[config.mk]
export PLATFORM = sky130hd
export DESIGN_NAME = input_conditioner
export DESIGN_NICKNAME = d
export VERILOG_FILES = /design/src/rtl/input_conditioner.sv
export SDC_FILE = /design/constraint.sdc
export NUM_CORES = 1
export LEC_CHECK = 0
export CORE_ASPECT_RATIO = 0.5
export CORE_MARGIN = 3
export CORE_UTILIZATION = 28
export DETAILED_ROUTE_END_ITERATION = 7
export GPL_ROUTABILITY_DRIVEN = 0
export HOLD_SLACK_MARGIN = 0.12
export PLACE_DENSITY = 0.41
export SLEW_MARGIN = 20
export SYNTH_ARGS = -nofsm -noshare
export SYNTH_HDL_FRONTEND = slang
export SYNTH_SLANG_ARGS = --single-unit
[constraint.sdc]
create_clock -name CLOCK_50 -period 2.85 [get_ports CLOCK_50]
set_input_delay 0.57 -clock CLOCK_50 [delete_from_list [all_inputs] [get_ports CLOCK_50]]
set_output_delay 0.57 -clock CLOCK_50 [all_outputs]
set_load 0.05 [all_outputs]
[src/rtl/input_conditioner.sv]
// Push-button debouncer with press strobes and slide-switch synchronizer/filter.
// Define AUTO_REPEAT_EN to make held keys emit repeat pulses.
module input_conditioner #(
   parameter int unsigned DEBOUNCE_CYCLES  = 1000000,
   parameter int unsigned SW_STABLE_CYCLES = 500000,
   parameter int unsigned REPEAT_DELAY     = 25000000,
   parameter int unsigned REPEAT_PERIOD    = 10000000
) (
   input  logic       CLOCK_50,
   input  logic       reset_n,
   input  logic [1:0] key_in,
   input  logic [9:0] sw_in,
   output logic [1:0] key_pulse,
   output logic [1:0] key_held,
   output logic [9:0] sw_out,
   output logic       sw_change
);

   localparam int unsigned MAX_AB  = (DEBOUNCE_CYCLES > REPEAT_DELAY) ? DEBOUNCE_CYCLES : REPEAT_DELAY;
   localparam int unsigned MAX_CNT = (MAX_AB > REPEAT_PERIOD) ? MAX_AB : REPEAT_PERIOD;
   localparam int unsigned CNT_W   = $clog2(MAX_CNT + 1);
   localparam int unsigned SW_W    = $clog2(SW_STABLE_CYCLES + 1);

   localparam logic [CNT_W-1:0] DB_LAST = CNT_W'(DEBOUNCE_CYCLES - 1);
   localparam logic [SW_W-1:0]  SW_LAST = SW_W'(SW_STABLE_CYCLES);
`ifdef AUTO_REPEAT_EN
   localparam logic [CNT_W-1:0] RD_LAST = CNT_W'(REPEAT_DELAY - 1);
   localparam logic [CNT_W-1:0] RP_LAST = CNT_W'(REPEAT_PERIOD - 1);
`endif

   typedef enum logic [1:0] {
      RELEASED,
      PRESS_WAIT,
      PRESSED,
      RELEASE_WAIT
   } key_state_t;

   logic [1:0] key_meta;
   logic [1:0] key_sync;

   always_ff @(posedge CLOCK_50 or negedge reset_n) begin
      if (!reset_n) begin
         key_meta <= '1;
         key_sync <= '1;
      end else begin
         key_meta <= key_in;
         key_sync <= key_meta;
      end
   end

   for (genvar k = 0; k < 2; k++) begin : g_key
      key_state_t       state;
      logic [CNT_W-1:0] cnt;
      logic             pulse_r;
      logic             held_r;

      assign key_pulse[k] = pulse_r;
      assign key_held[k]  = held_r;

`ifdef AUTO_REPEAT_EN
      // rep_phase selects the period after the first repeat; anything but a low sample in PRESSED restarts the delay
      logic rep_phase;
      logic rep_hit;

      assign rep_hit = !key_sync[k] && (cnt == (rep_phase ? RP_LAST : RD_LAST));

      always_ff @(posedge CLOCK_50 or negedge reset_n) begin
         if (!reset_n)
            rep_phase <= 1'b0;
         else if (state == PRESSED && !key_sync[k])
            rep_phase <= rep_phase | rep_hit;
         else
            rep_phase <= 1'b0;
      end
`endif

      always_ff @(posedge CLOCK_50 or negedge reset_n) begin
         if (!reset_n) begin
            state   <= RELEASED;
            cnt     <= '0;
            pulse_r <= 1'b0;
            held_r  <= 1'b0;
         end else begin
            pulse_r <= 1'b0;
            case (state)
               RELEASED: begin
                  held_r <= 1'b0;
                  if (!key_sync[k]) begin
                     state <= PRESS_WAIT;
                     cnt   <= '0;
                  end
               end
               PRESS_WAIT: begin
                  if (key_sync[k]) begin
                     state <= RELEASED;
                  end else if (cnt == DB_LAST) begin
                     state   <= PRESSED;
                     cnt     <= '0;
                     pulse_r <= 1'b1;
                     held_r  <= 1'b1;
                  end else begin
                     cnt <= cnt + 1'b1;
                  end
               end
               PRESSED: begin
                  if (key_sync[k]) begin
                     state <= RELEASE_WAIT;
                     cnt   <= '0;
                  end else begin
`ifdef AUTO_REPEAT_EN
                     if (rep_hit) begin
                        cnt     <= '0;
                        pulse_r <= 1'b1;
                     end else begin
                        cnt <= cnt + 1'b1;
                     end
`endif
                  end
               end
               RELEASE_WAIT: begin
                  if (!key_sync[k]) begin
                     state <= PRESSED;
                     cnt   <= '0;
                  end else if (cnt == DB_LAST) begin
                     state  <= RELEASED;
                     cnt    <= '0;
                     held_r <= 1'b0;
                  end else begin
                     cnt <= cnt + 1'b1;
                  end
               end
               default: begin
                  state <= RELEASED;
                  cnt   <= '0;
               end
            endcase
         end
      end
   end

   logic [9:0]      sw_meta;
   logic [9:0]      sw_sync;
   logic [9:0]      sw_prev;
   logic [SW_W-1:0] sw_cnt;

   // Load only on an unchanged sample so a saturated counter cannot pass a fresh edge straight through
   always_ff @(posedge CLOCK_50 or negedge reset_n) begin
      if (!reset_n) begin
         sw_meta   <= '0;
         sw_sync   <= '0;
         sw_prev   <= '0;
         sw_cnt    <= '0;
         sw_out    <= '0;
         sw_change <= 1'b0;
      end else begin
         sw_meta   <= sw_in;
         sw_sync   <= sw_meta;
         sw_prev   <= sw_sync;
         sw_change <= 1'b0;
         if (sw_sync != sw_prev)
            sw_cnt <= '0;
         else if (sw_cnt != SW_LAST)
            sw_cnt <= sw_cnt + 1'b1;
         if (sw_sync == sw_prev && sw_cnt == SW_LAST && sw_sync != sw_out) begin
            sw_out    <= sw_sync;
            sw_change <= 1'b1;
         end
      end
   end

endmodule
After elaboration in Yosys (flattened, before gate mapping). Index checks and enable logic that the tools add are counted.

Register bits after elaboration: 122. Input port bits: 14. Word-level logic and storage cells: 106.

$add $sub $neg: 3. Equality and inequality tests: 29. Muxes and demuxes: 45. Reduce and logical (&&, ||, !) cells: 13.

Operator list (count): $mux W25 (10); $pmux W25 S4 (2); $add A25 B1 Y25 const B (2); $eq A25 B20 Y1 const B (2); $mux W19 (2); $mux W2 (12); $ne A2 B2 Y1 const B (12); $ne A10 B10 Y1 (2); $add A19 B1 Y19 const B (1); $eq A19 B19 Y1 const B (1); $ne A19 B19 Y1 const B (1); $pmux W2 S4 (2); $mux W1 (15); $ne A3 B3 Y1 const B (4); $eq A10 B10 Y1 (1); $reduce_and A5 Y1 (2); $eq A2 B2 Y1 const B (4); $reduce_and A4 Y1 (2); $pmux W1 S3 (2); $reduce_and A3 Y1 (2); $reduce_bool A3 Y1 (2); $eq A2 B1 Y1 const B (2); $logic_not A2 Y1 (2); $logic_and A1 B1 Y1 (2); $reduce_bool A2 Y1 (1).

Depth between registers and ports, before layout. Gate-level depths: netlist of run 1.

Depth in word-level cells: 4. Depth in mapped cells: 8. Mapped depth without buffers: 7.

Worst setup path after synthesis of run 1. Ideal clock, no wire load.

Path kind: reg2reg. Start: reg sw_cnt[6]. End: reg sw_out[0]. Arrival time: 2162 ps. Data required time: 2725 ps. Slack: 563 ps. Stages on the path, launching flop included: 6. Buffers on the path: 1. Period minus slack after synthesis: 2287 ps. Cell sequence: dfrtp_1 > or4b_1 > or4_1 > or3_1 > buf_6 > mux2_4.

Cells in the longest elaborated chain, start to end: 3.

RTL lines: start: declaration (RTL line 144) `logic [SW_W-1:0] sw_cnt;`; start signal: assignment (RTL line 163) `sw_cnt <= sw_cnt + 1'b1;`; $eq A19 B19 Y1 (RTL line 164) `if (sw_sync == sw_prev && sw_cnt == SW_LAST && sw_sync != sw_out) begin`; $logic_and A1 B1 Y1 (2 in a row) (RTL line 164); end signal: assignment (RTL line 165) `sw_out <= sw_sync;`; end: declaration (RTL line 15) `output logic [9:0] sw_out,`.

Every way passes these cells. A chain may end at the register's enable or synchronous reset.

Worst setup path in the final report of run 1.
Start: reg sw_cnt[6]. End: reg sw_out[5].

Same word-level chain as after synthesis.

==> run summary, run 1 <==
All-Layer GR Usage: 12.03%
Drt wl/cell: 14.44 µm
First-pass GRT wire length: 21620 µm
Pins over their slew limit: 0
Synth Flop Type: dfrtp_1
Max Cap Viol: 0
Most frequent cells in the layout: dfrtp_1, nor2_1, xnor2_1, nand2_1, xor2_1
Core box area: 0.01977 mm²
Max Clock Skew: 9.478 ps
Die width: 208.6 µm
Clk buf depth: 2
Clk slew on worst S/H paths: 60 ps
Number of instances on the worst hold path: 0
Std-Cell Rows: 36
Distinct cell type count of the synthesized netlist: 54
Fin crit share: 90.51%
Area Growth Syn to Fin: 22.57%
Worst-Margin Slew: 716.7 ps
Status: finished clean
1st-iter DRT viols: 197
Max Fanout on Critical Path: 10
Tot Pwr: 4.784 mW
Leakage: 2.925 nW
Clock sink count: 122
Synth async-reset ratio: 100.0%
RR Startpoint: sw_cnt[6]
M3 GR Usage: 2.853%
Post-synth EDFFs: 0
Post-Route WL: 12460 µm
Port Buffers: 28
R2r setup slk: 270 ps
Effective utilization at floorplan: 29.05%
CTS H-Tree Depth: 4
Initial DRT Pass Iterations: 4
DP HPWL: 8437 µm
Syn Std Cell Area: 0.005744 mm²
Final setup viols: 0
Initial antenna violation count: 0
Maximum vdd drop: 417.2 µV
Critical path class: flop to flop
Commonest non-fill, non-tap cell in the layout: dfrtp_1
Fillers: 1994
ANT cells: 0
Met1 usage: 17.44%
Grt met2 use: 17.44%
Largest net degree at the start of global routing: 56
Pwr Density: 679.5 mW/mm²
RSZ-0062 raised after global routing: no
Boundary pin count: 29
Ys Warns: 0
Critical path launch point type: flop
Cells after Synth: 545
Hold crit path type: flop to flop
GR Overflow Total: 0
Arrival @ worst endpoint: 2880 ps
Hold path startpoint: sw_meta[6]
Clk Latency, worst-skew pair: 420 ps
Reg2Reg Depth: 4
Post-CTS Setup Bufs: 0
Num CTS Buffers: 17
Slew margin rel.: 52.22%
Post-layout nets: 606
Final worst-path setup slack: 270.5 ps
Share of layout cells above drive strength 1: 11.56%
Area taken by multi-input logic gates: 0.002547 mm²
Gr busiest metal: met1
CTS tree: built
Resize count post-CTS: 0
Post-route cell area: 0.007041 mm²
End of the worst register-to-register path: sw_out[5]
Post-Syn Nets: 567
Area after DPL: 0.006364 mm²
Die Span Y: 107.3 µm
Min Tclk post-route: 2579 ps
Vias in the first global route: 4092
Critical Path Source: sw_cnt[6]
WP data required: 3150 ps
Critical Path End Type: flop
Seq. cell area: 0.003058 mm²
Top achievable clock speed: 387.7 MHz
Seq/Total Area, Yosys: 53.23%
CTS root buffer: clkbuf_16
Antenna viol nets, final: 0
Fin. Hold Viols: 0
DRC Markers: 0
Mapped Avg Cell Area: 10.54 µm²
DR vias: 4038
Place WS: 272.5 ps
Setup TNS Final: 0 ps
Hold Path Sink: sw_sync[6]
Vias per cell: 4.679
Total Die Area: 0.02237 mm²
Synthesized flop and latch total: 122
[metal layers]
metal | vias to the layer above | wire [µm]
met1 | 1969 | 6591
met5 | - | 0
met2 | 49 | 5320
met4 | 0 | 182
met3 | 15 | 367
li1 | 2005 | -
[logic make-up after synthesis]
logic type | Yosys count | share of synthesized area [%]
AOI/OAI and AO/OA | 52 | 6.230
xor gates and xnor gates | 67 | 10.22
adders and majority gates | 8 | 1.743
buffers and inverters | 35 | 2.701
DFF | 122 | 53.23
muxes | 15 | 3.550
and+or+nand+nor | 246 | 22.33
[sequential cells by signal, indices dropped and copies added, names as in the netlist, named ones only]
signal         count
sw_cnt            19
g_key.held_r       2
key_sync           2
g_key.pulse_r      2
sw_meta           10
sw_out            10
sw_change          1
g_key.cnt         50
key_meta           2
sw_prev           10
sw_sync           10
g_key.state        2
[metrics by stage]
step                hold WS, ps  util [%]  std cells
CTS                       349.8     35.59        863
detailed placement        334.7     32.18        830
global route              359.4     35.60        863
finish                    347.6     35.60        863
floorplan                 274.4         -        545
global placement          335.2     32.18        830
[power breakdown]
| part | switching, mW | leakage, nW | internal [mW] |
|---|---|---|---|
| registers | 0.0561 | 1.61 | 1.80 |
| logic | 0.302 | 0.998 | 0.185 |
| clock network | 0.869 | 0.317 | 1.57 |
[area by class of cell]
class	count	area share, %
Clock buffer	17	6.042
Clock inverter	15	3.377
Inverter	15	0.7997
Multi-Input combinational cell	388	36.18
Sequential cell	122	43.43
Tap cell	266	4.727
Timing Repair Buffer	40	5.438
[worst max-delay path, stage by stage (launching register included)]
cell and delay (ps):
dfrtp_1 420, or4b_1 550, or4_1 500, or3_1 600
mux2_4 390
[how the worst max path moves through the flow]
stage | cells after the start | endpoint | slack, ps
final | 4 | sw_out[5] | 270
after floorplan | 5 | sw_out[0] | 560
after global routing | 4 | sw_out[0] | 210
after detailed placement | 4 | sw_out[2] | 270
after CTS | 4 | sw_out[5] | 250
after global placement | 4 | sw_out[8] | 290
[what timing repair did]
action	CTS	global route
endpoints found under the hold margin	28	0
hold buffers	1	0
endpoints found under the setup margin	0	0
[cells in the mapped netlist (all sizes together), types with 2 or more instances]
library cell / instances / area, µm²
ha: 8 / 100.1
mux2: 13 / 183.9
nor2: 74 / 277.8
nor3b: 3 / 22.52
nand3: 26 / 130.1
nand2: 34 / 127.6
or3: 6 / 37.54
clkbuf: 14 / 52.55
o21ai: 10 / 50.05
nor2b: 3 / 18.77
or2: 3 / 18.77
o211ai: 6 / 45.04
nor4b: 4 / 41.29
xor2: 32 / 280.3
and3: 15 / 93.84
and2: 4 / 25.02
buf: 6 / 46.29
a22o: 3 / 26.28
a31oi: 8 / 50.05
or4: 5 / 38.79
nor4: 16 / 106.4
and4: 8 / 70.07
a211o: 2 / 17.52
dfstp: 4 / 105.1
xnor2: 35 / 306.5
mux2i: 2 / 20.02
nor3: 18 / 90.09
a21oi: 9 / 45.04
dfrtp: 118 / 2953
a221o: 2 / 20.02
nand3b: 6 / 45.04
inv: 15 / 56.30
nand4: 18 / 112.6
(Power assumes the default switching activity.)
==> run 2: changes to the inputs <==
--- a/config.mk
+++ b/config.mk
@@ -8,10 +8,12 @@
 export CORE_ASPECT_RATIO = 0.5
 export CORE_MARGIN = 3
 export CORE_UTILIZATION = 28
+export CTS_CLUSTER_SIZE = 28
 export DETAILED_ROUTE_END_ITERATION = 7
 export GPL_ROUTABILITY_DRIVEN = 0
 export HOLD_SLACK_MARGIN = 0.12
-export PLACE_DENSITY = 0.41
+export MAX_ROUTING_LAYER = met4
+export PLACE_DENSITY = 0.43
 export SLEW_MARGIN = 20
 export SYNTH_ARGS = -nofsm -noshare
 export SYNTH_HDL_FRONTEND = slang
==> constraint.sdc (replaced) <==
create_clock -name CLOCK_50 -period 2.2 [get_ports CLOCK_50]
set_input_delay 0.44 -clock CLOCK_50 [delete_from_list [all_inputs] [get_ports CLOCK_50]]
set_output_delay 0.44 -clock CLOCK_50 [all_outputs]
set_load 0.05 [all_outputs]
==> run summary, run 2 (same netlist as run 1, synthesis figures left out) <==
Status: complete, but fails checks
Violated checks: negative setup slack
RSZ-0062 raised after global routing: yes
CTS H-Tree Depth: 4 (unchanged)
WP data required: 2500 ps (-650 ps)
Pwr Density: 813.9 mW/mm² (+20%)
Critical Path End Type: flop
Slowest cell on crit path: or4_1
Drt wl/cell: 13.67 µm (-5.3%)
Placed Cells: 874 (+5.3%)
Effective utilization at floorplan: 29.05% (unchanged)
Final setup viols: 10 (+10)
CTS tree: built
Num CTS Buffers: 17 (unchanged)
Die width: 208.6 µm (unchanged)
Top achievable clock speed: 442.3 MHz (+14%)
Post-Route WL: 12530 µm (+0.51%)
Fin crit share: 102.8% (+12 points)
Gr busiest metal: met2
First-pass GRT wire length: 21420 µm (-0.96%)
Clk buf depth: 2 (unchanged)
ANT cells: 0 (unchanged)
Clock sink count: 122 (unchanged)
Clk Latency, worst-skew pair: 420 ps (about the same)
DP HPWL: 8410 µm (-0.32%)
M3 GR Usage: 3.726% (+0.87 points)
Fin. Hold Viols: 0 (unchanged)
Initial antenna violation count: 0 (unchanged)
Pins over their slew limit: 0 (unchanged)
Area Growth Syn to Fin: 30.17%
Most frequent cells in the layout: dfrtp_1, nor2_1, buf_4, xnor2_1, nand2_1
Layout Cells excl Fill: 916 (+6.1%)
Hold crit path type: flop to flop
Max Fanout on Critical Path: 5 (-5)
Share of layout cells above drive strength 1: 20.77% (+9.2 points)
Met1 usage: 16.54% (-0.90 points)
Port Buffers: 28 (unchanged)
Total Die Area: 0.02237 mm² (unchanged)
Final core utilization: 37.81% (+2.2 points)
Reg power frac: 39.6% (+0.8 points)
Initial DRT Pass Iterations: 4 (unchanged)
Grt met2 use: 17.53% (+0.093 points)
Critical path launch point type: flop
Biggest regs: g_key.cnt x50, sw_cnt x19
Clk slew on worst S/H paths: 60 ps (about the same)
Biggest register: g_key.cnt
Die Span Y: 107.3 µm (unchanged)
Net Sw Frac: 25.91% (+0.28 points)
Pint: 4.509 mW (+27%)
Slew margin rel.: 62.42% (+10 points)
Final worst-path setup slack: -61.08 ps (-331.6 ps)
Max Clock Skew: 8.383 ps (-1.096 ps)
Leakage: 3.198 nW (+9.3%)
Vias per cell: 4.648 (-0.65%)
Critical path class: flop to flop
Sw power: 1.577 mW (+29%)
Clock power frac: 48.0% (-3.1 points)
DR vias: 4258 (+5.4%)
Arrival @ worst endpoint: 2570 ps (-310 ps)
Max reg flops: 50 (unchanged)
1st-iter DRT viols: 207 (+5.1%)
Combinational share of power: 12.5% (+2.3 points)
Max Cap Viol: 0 (unchanged)
CTS root buffer: clkbuf_16
Maximum vdd drop: 428.2 µV (+2.7%)
CP peak stage delay: 530 ps (-70 ps)
Worst-Margin Slew: 561.2 ps (-155.5 ps)
Crit-path cells: nor4_1, nand4_1, or4_1, or3_4, buf_6, mux2_4
Boundary pin count: 29 (unchanged)
Antenna viol nets, final: 0 (unchanged)
All-Layer GR Usage: 12.44% (+0.42 points)
Core box area: 0.01977 mm² (unchanged)
Largest net degree at the start of global routing: 57 (+1.8%)
Std-Cell Rows: 36 (unchanged)
Commonest non-fill, non-tap cell in the layout: dfrtp_1
Hold slack: 347.3 ps (-0.3360 ps)
Vias in the first global route: 4197 (+2.6%)
GR Overflow Total: 0 (unchanged)
DRC Markers: 0 (unchanged)
Min Tclk post-route: 2261 ps (-318.4 ps)
Post-layout nets: 659 (+8.7%)
==> run 2: area by class of cell <==
cell class	instances	area (µm²)
Sequential cell	122	3058
Tap cell	266	332.8
Multi-Input combinational cell	388	2605
Clock buffer	19	452.9
Timing Repair Buffer	93	805.8
Inverter	15	56.30
Fill cell	1975	12300
Clock inverter	13	166.4
==> run 2: power by group through the flow <==
stage / clock network [mW] / logic (mW) / registers, mW
after global placement: 0 / 0.681 / 2.44
after detailed placement: 0 / 0.680 / 2.44
after floorplan: 0 / 0.417 / 2.43
after CTS: 3.01 / 0.687 / 2.41
final: 2.92 / 0.760 / 2.41
after global routing: 3.12 / 0.868 / 2.42
==> run 2: layer usage <==
layer  up-vias  wire length [µm]  share of wire (%)
met5         -                 0                  0
met4         0               253                2.0
met3        21               405                3.2
met2        49              5473                 44
met1      2077              6394                 51
li1       2111                 -                  -
==> run 2: path summary, 6_finish.rpt <==
kind / start / endpoint / slack (ps) / depth (start not counted)
hold / removal: sw_meta[6] / sw_sync[6] / 350 / 0
min in group asynchronous: reset_n / sw_cnt[8] / 460 / 2
hold reg to reg: sw_meta[6] / sw_sync[6] / 350 / 0
max in group asynchronous: reset_n / key_sync[1] / 1120 / 3
setup reg to reg: sw_cnt[10] / sw_out[7] / -60 / 6
setup / recovery: sw_cnt[10] / sw_out[7] / -60 / 6
==> run 2: per-stage QoR <==
step                      total power, mW  setup TNS [ps]  setup WS (ps)  cell area (µm²)
final                               6.086          -560.8         -61.08             7477
after global placement              3.124           -1203         -121.1             6706
after floorplan                     2.843          -277.8         -27.78             5744
after detailed placement            3.124           -1111         -112.5             6706
after global routing                6.402           -1347         -141.8             7477
after CTS                           6.100          -574.9         -60.25             7356
==> run 2: repair_timing <==
item	CTS	global route
endpoints found under the hold margin	20	0
gates cloned	1	2
pin swaps	3	11
endpoints found under the setup margin	10	51
hold buffers	1	0
buffers inserted	0	6
resized for setup	4	20
==> run 2: worst max-delay path: cells and delay by family (launching register included) <==
family                 cells  cell delay, ps
buffers and inverters      1             150
flip-flops                 1             380
AND/OR/NAND/NOR            4            1330
multiplexers               1             290
==> run 3: changes to the inputs <==
--- a/config.mk
+++ b/config.mk
@@ -13,7 +13,7 @@
 export GPL_ROUTABILITY_DRIVEN = 0
 export HOLD_SLACK_MARGIN = 0.12
 export MAX_ROUTING_LAYER = met4
-export PLACE_DENSITY = 0.43
+export PLACE_DENSITY = 0.41
 export SLEW_MARGIN = 20
 export SYNTH_ARGS = -nofsm -noshare
 export SYNTH_HDL_FRONTEND = slang
==> constraint.sdc (replaced) <==
create_clock -name CLOCK_50 -period 2.4 [get_ports CLOCK_50]
set_input_delay 0.48 -clock CLOCK_50 [delete_from_list [all_inputs] [get_ports CLOCK_50]]
set_output_delay 0.48 -clock CLOCK_50 [all_outputs]
set_load 0.05 [all_outputs]
==> run summary, run 3 (same netlist as run 1, synthesis figures left out) <==
Status: finished clean
1st-iter DRT viols: 213 (+2.9%)
Effective utilization at floorplan: 29.05% (unchanged)
DR vias: 4108 (-3.5%)
Tot Pwr: 5.479 mW (-10%)
Pins over their slew limit: 0 (unchanged)
Clock sink count: 122 (unchanged)
DP HPWL: 8621 µm (+2.5%)
Critical path launch point type: flop
Reg2Reg Depth: 5 (-1)
Max Fanout on Critical Path: 6 (+1)
Max Clock Skew: 10.65 ps (+2.270 ps)
Vias in the first global route: 4062 (-3.2%)
GR Overflow Total: 0 (unchanged)
Min Tclk post-route: 2346 ps (+84.52 ps)
CTS tree: built
Final setup viols: 0 (-10)
First-pass GRT wire length: 21280 µm (-0.64%)
Area Growth Syn to Fin: 25.55%
Worst-Margin Slew: 633.6 ps (+72.38 ps)
Pwr Density: 759.7 mW/mm² (-6.7%)
Hold crit path type: flop to flop
Share of layout cells above drive strength 1: 15.57% (-5.2 points)
Core box area: 0.01977 mm² (unchanged)
Biggest regs: g_key.cnt x50, sw_cnt x19
Number of instances on the worst hold path: 0 (unchanged)
Clk Latency, worst-skew pair: 420 ps (about the same)
CTS H-Tree Depth: 4 (unchanged)
Setup TNS Final: 0 ps (+560.8 ps)
Critical Path End Type: flop
All-Layer GR Usage: 12.27% (-0.17 points)
Commonest non-fill, non-tap cell in the layout: dfrtp_1
Leakage: 3.056 nW (-4.4%)
Antenna viol nets, final: 0 (unchanged)
Area after DPL: 0.006551 mm² (-2.3%)
Die width: 208.6 µm (unchanged)
Die Span Y: 107.3 µm (unchanged)
Port Buffers: 28 (unchanged)
Slew margin rel.: 57.76% (-4.7 points)
Vias per cell: 4.621 (-0.59%)
Clk slew on worst S/H paths: 60 ps (about the same)
Post-Route WL: 12690 µm (+1.3%)
WP data required: 2700 ps (+200 ps)
Total Die Area: 0.02237 mm² (unchanged)
Post-route cell area: 0.007212 mm² (-3.5%)
Std-Cell Rows: 36 (unchanged)
ANT cells: 0 (unchanged)
Max reg flops: 50 (unchanged)
Num CTS Buffers: 17 (unchanged)
Critical path class: flop to flop
Max Cap Viol: 0 (unchanged)
Most frequent cells in the layout: dfrtp_1, nor2_1, xnor2_1, buf_4, nand2_1
Drt wl/cell: 14.27 µm (+4.4%)
Clk buf depth: 2 (unchanged)
Biggest register: g_key.cnt
Final core utilization: 36.47% (-1.3 points)
CTS root buffer: clkbuf_16
Initial DRT Pass Iterations: 4 (unchanged)
Initial antenna violation count: 0 (unchanged)
Top achievable clock speed: 426.3 MHz (-3.6%)
DRC Markers: 0 (unchanged)
Arrival @ worst endpoint: 2640 ps (+70 ps)
Boundary pin count: 29 (unchanged)
RSZ-0062 raised after global routing: no
Largest net degree at the start of global routing: 64 (+12%)
Maximum vdd drop: 457.8 µV (+6.9%)
Fin crit share: 97.73% (-5.0 points)
Fin. Hold Viols: 0 (unchanged)
Post-layout nets: 632 (-4.1%)
[run 3: through the flow]
step | worst slack, ps | hold WS (ps) | instances
2_1_floorplan | 113.2 | 184.4 | 545
3_3_place_gp | 63.19 | 290.5 | 855
3_5_place_dp | 33.39 | 292.0 | 855
4_1_cts | 11.38 | 349.7 | 888
5_1_grt | 2.421 | 354.4 | 889
6_report | 54.40 | 348.0 | 889
[run 3: layout make-up]
cell class,count,area (µm²)
multi-input cells,388,2569
inverters,15,56.30
fillers,1986,12560
flip-flops and latches,122,3058
well taps,266,332.8
clock inverters,13,167.7
clock buffers,19,442.9
repair buffers,66,585.6
[run 3: critical path, cell delays in order, from the launching register on]
cell     delay, ps
dfrtp_1        380
or4b_4         540
or4_4          510
or3_4          350
buf_6          150
mux2_4         290
[run 3: final timing paths]
| check | start | endpoint | slack [ps] |
|---|---|---|---|
| setup / recovery | sw_cnt[6] | sw_out[2] | 50 |
| hold / removal | sw_meta[9] | sw_sync[9] | 350 |
| setup reg to reg | sw_cnt[6] | sw_out[2] | 50 |
| hold reg to reg | sw_meta[9] | sw_sync[9] | 350 |
| max in group asynchronous | reset_n | key_meta[0] | 1410 |
| min in group asynchronous | reset_n | sw_meta[3] | 400 |
[run 3: per-layer routing]
layer  GRT usage [%]  wire (µm)
met1           17.03       6786
met2           17.46       5473
met3           3.202        333
met4           4.153         94
met5               -          0
[run 3: what timing repair did]
action	CTS	global route
buffers inserted	0	1
setup endpoints to repair	0	16
endpoints found under the hold margin	14	0
resized for setup	0	7
hold buffers	1	0
[run 3: report_power, final]
part           switching [mW]  internal [mW]
Combinational           0.367          0.249
Sequential             0.0665           2.14
Clock                   0.989           1.67
Total                    1.42           4.06
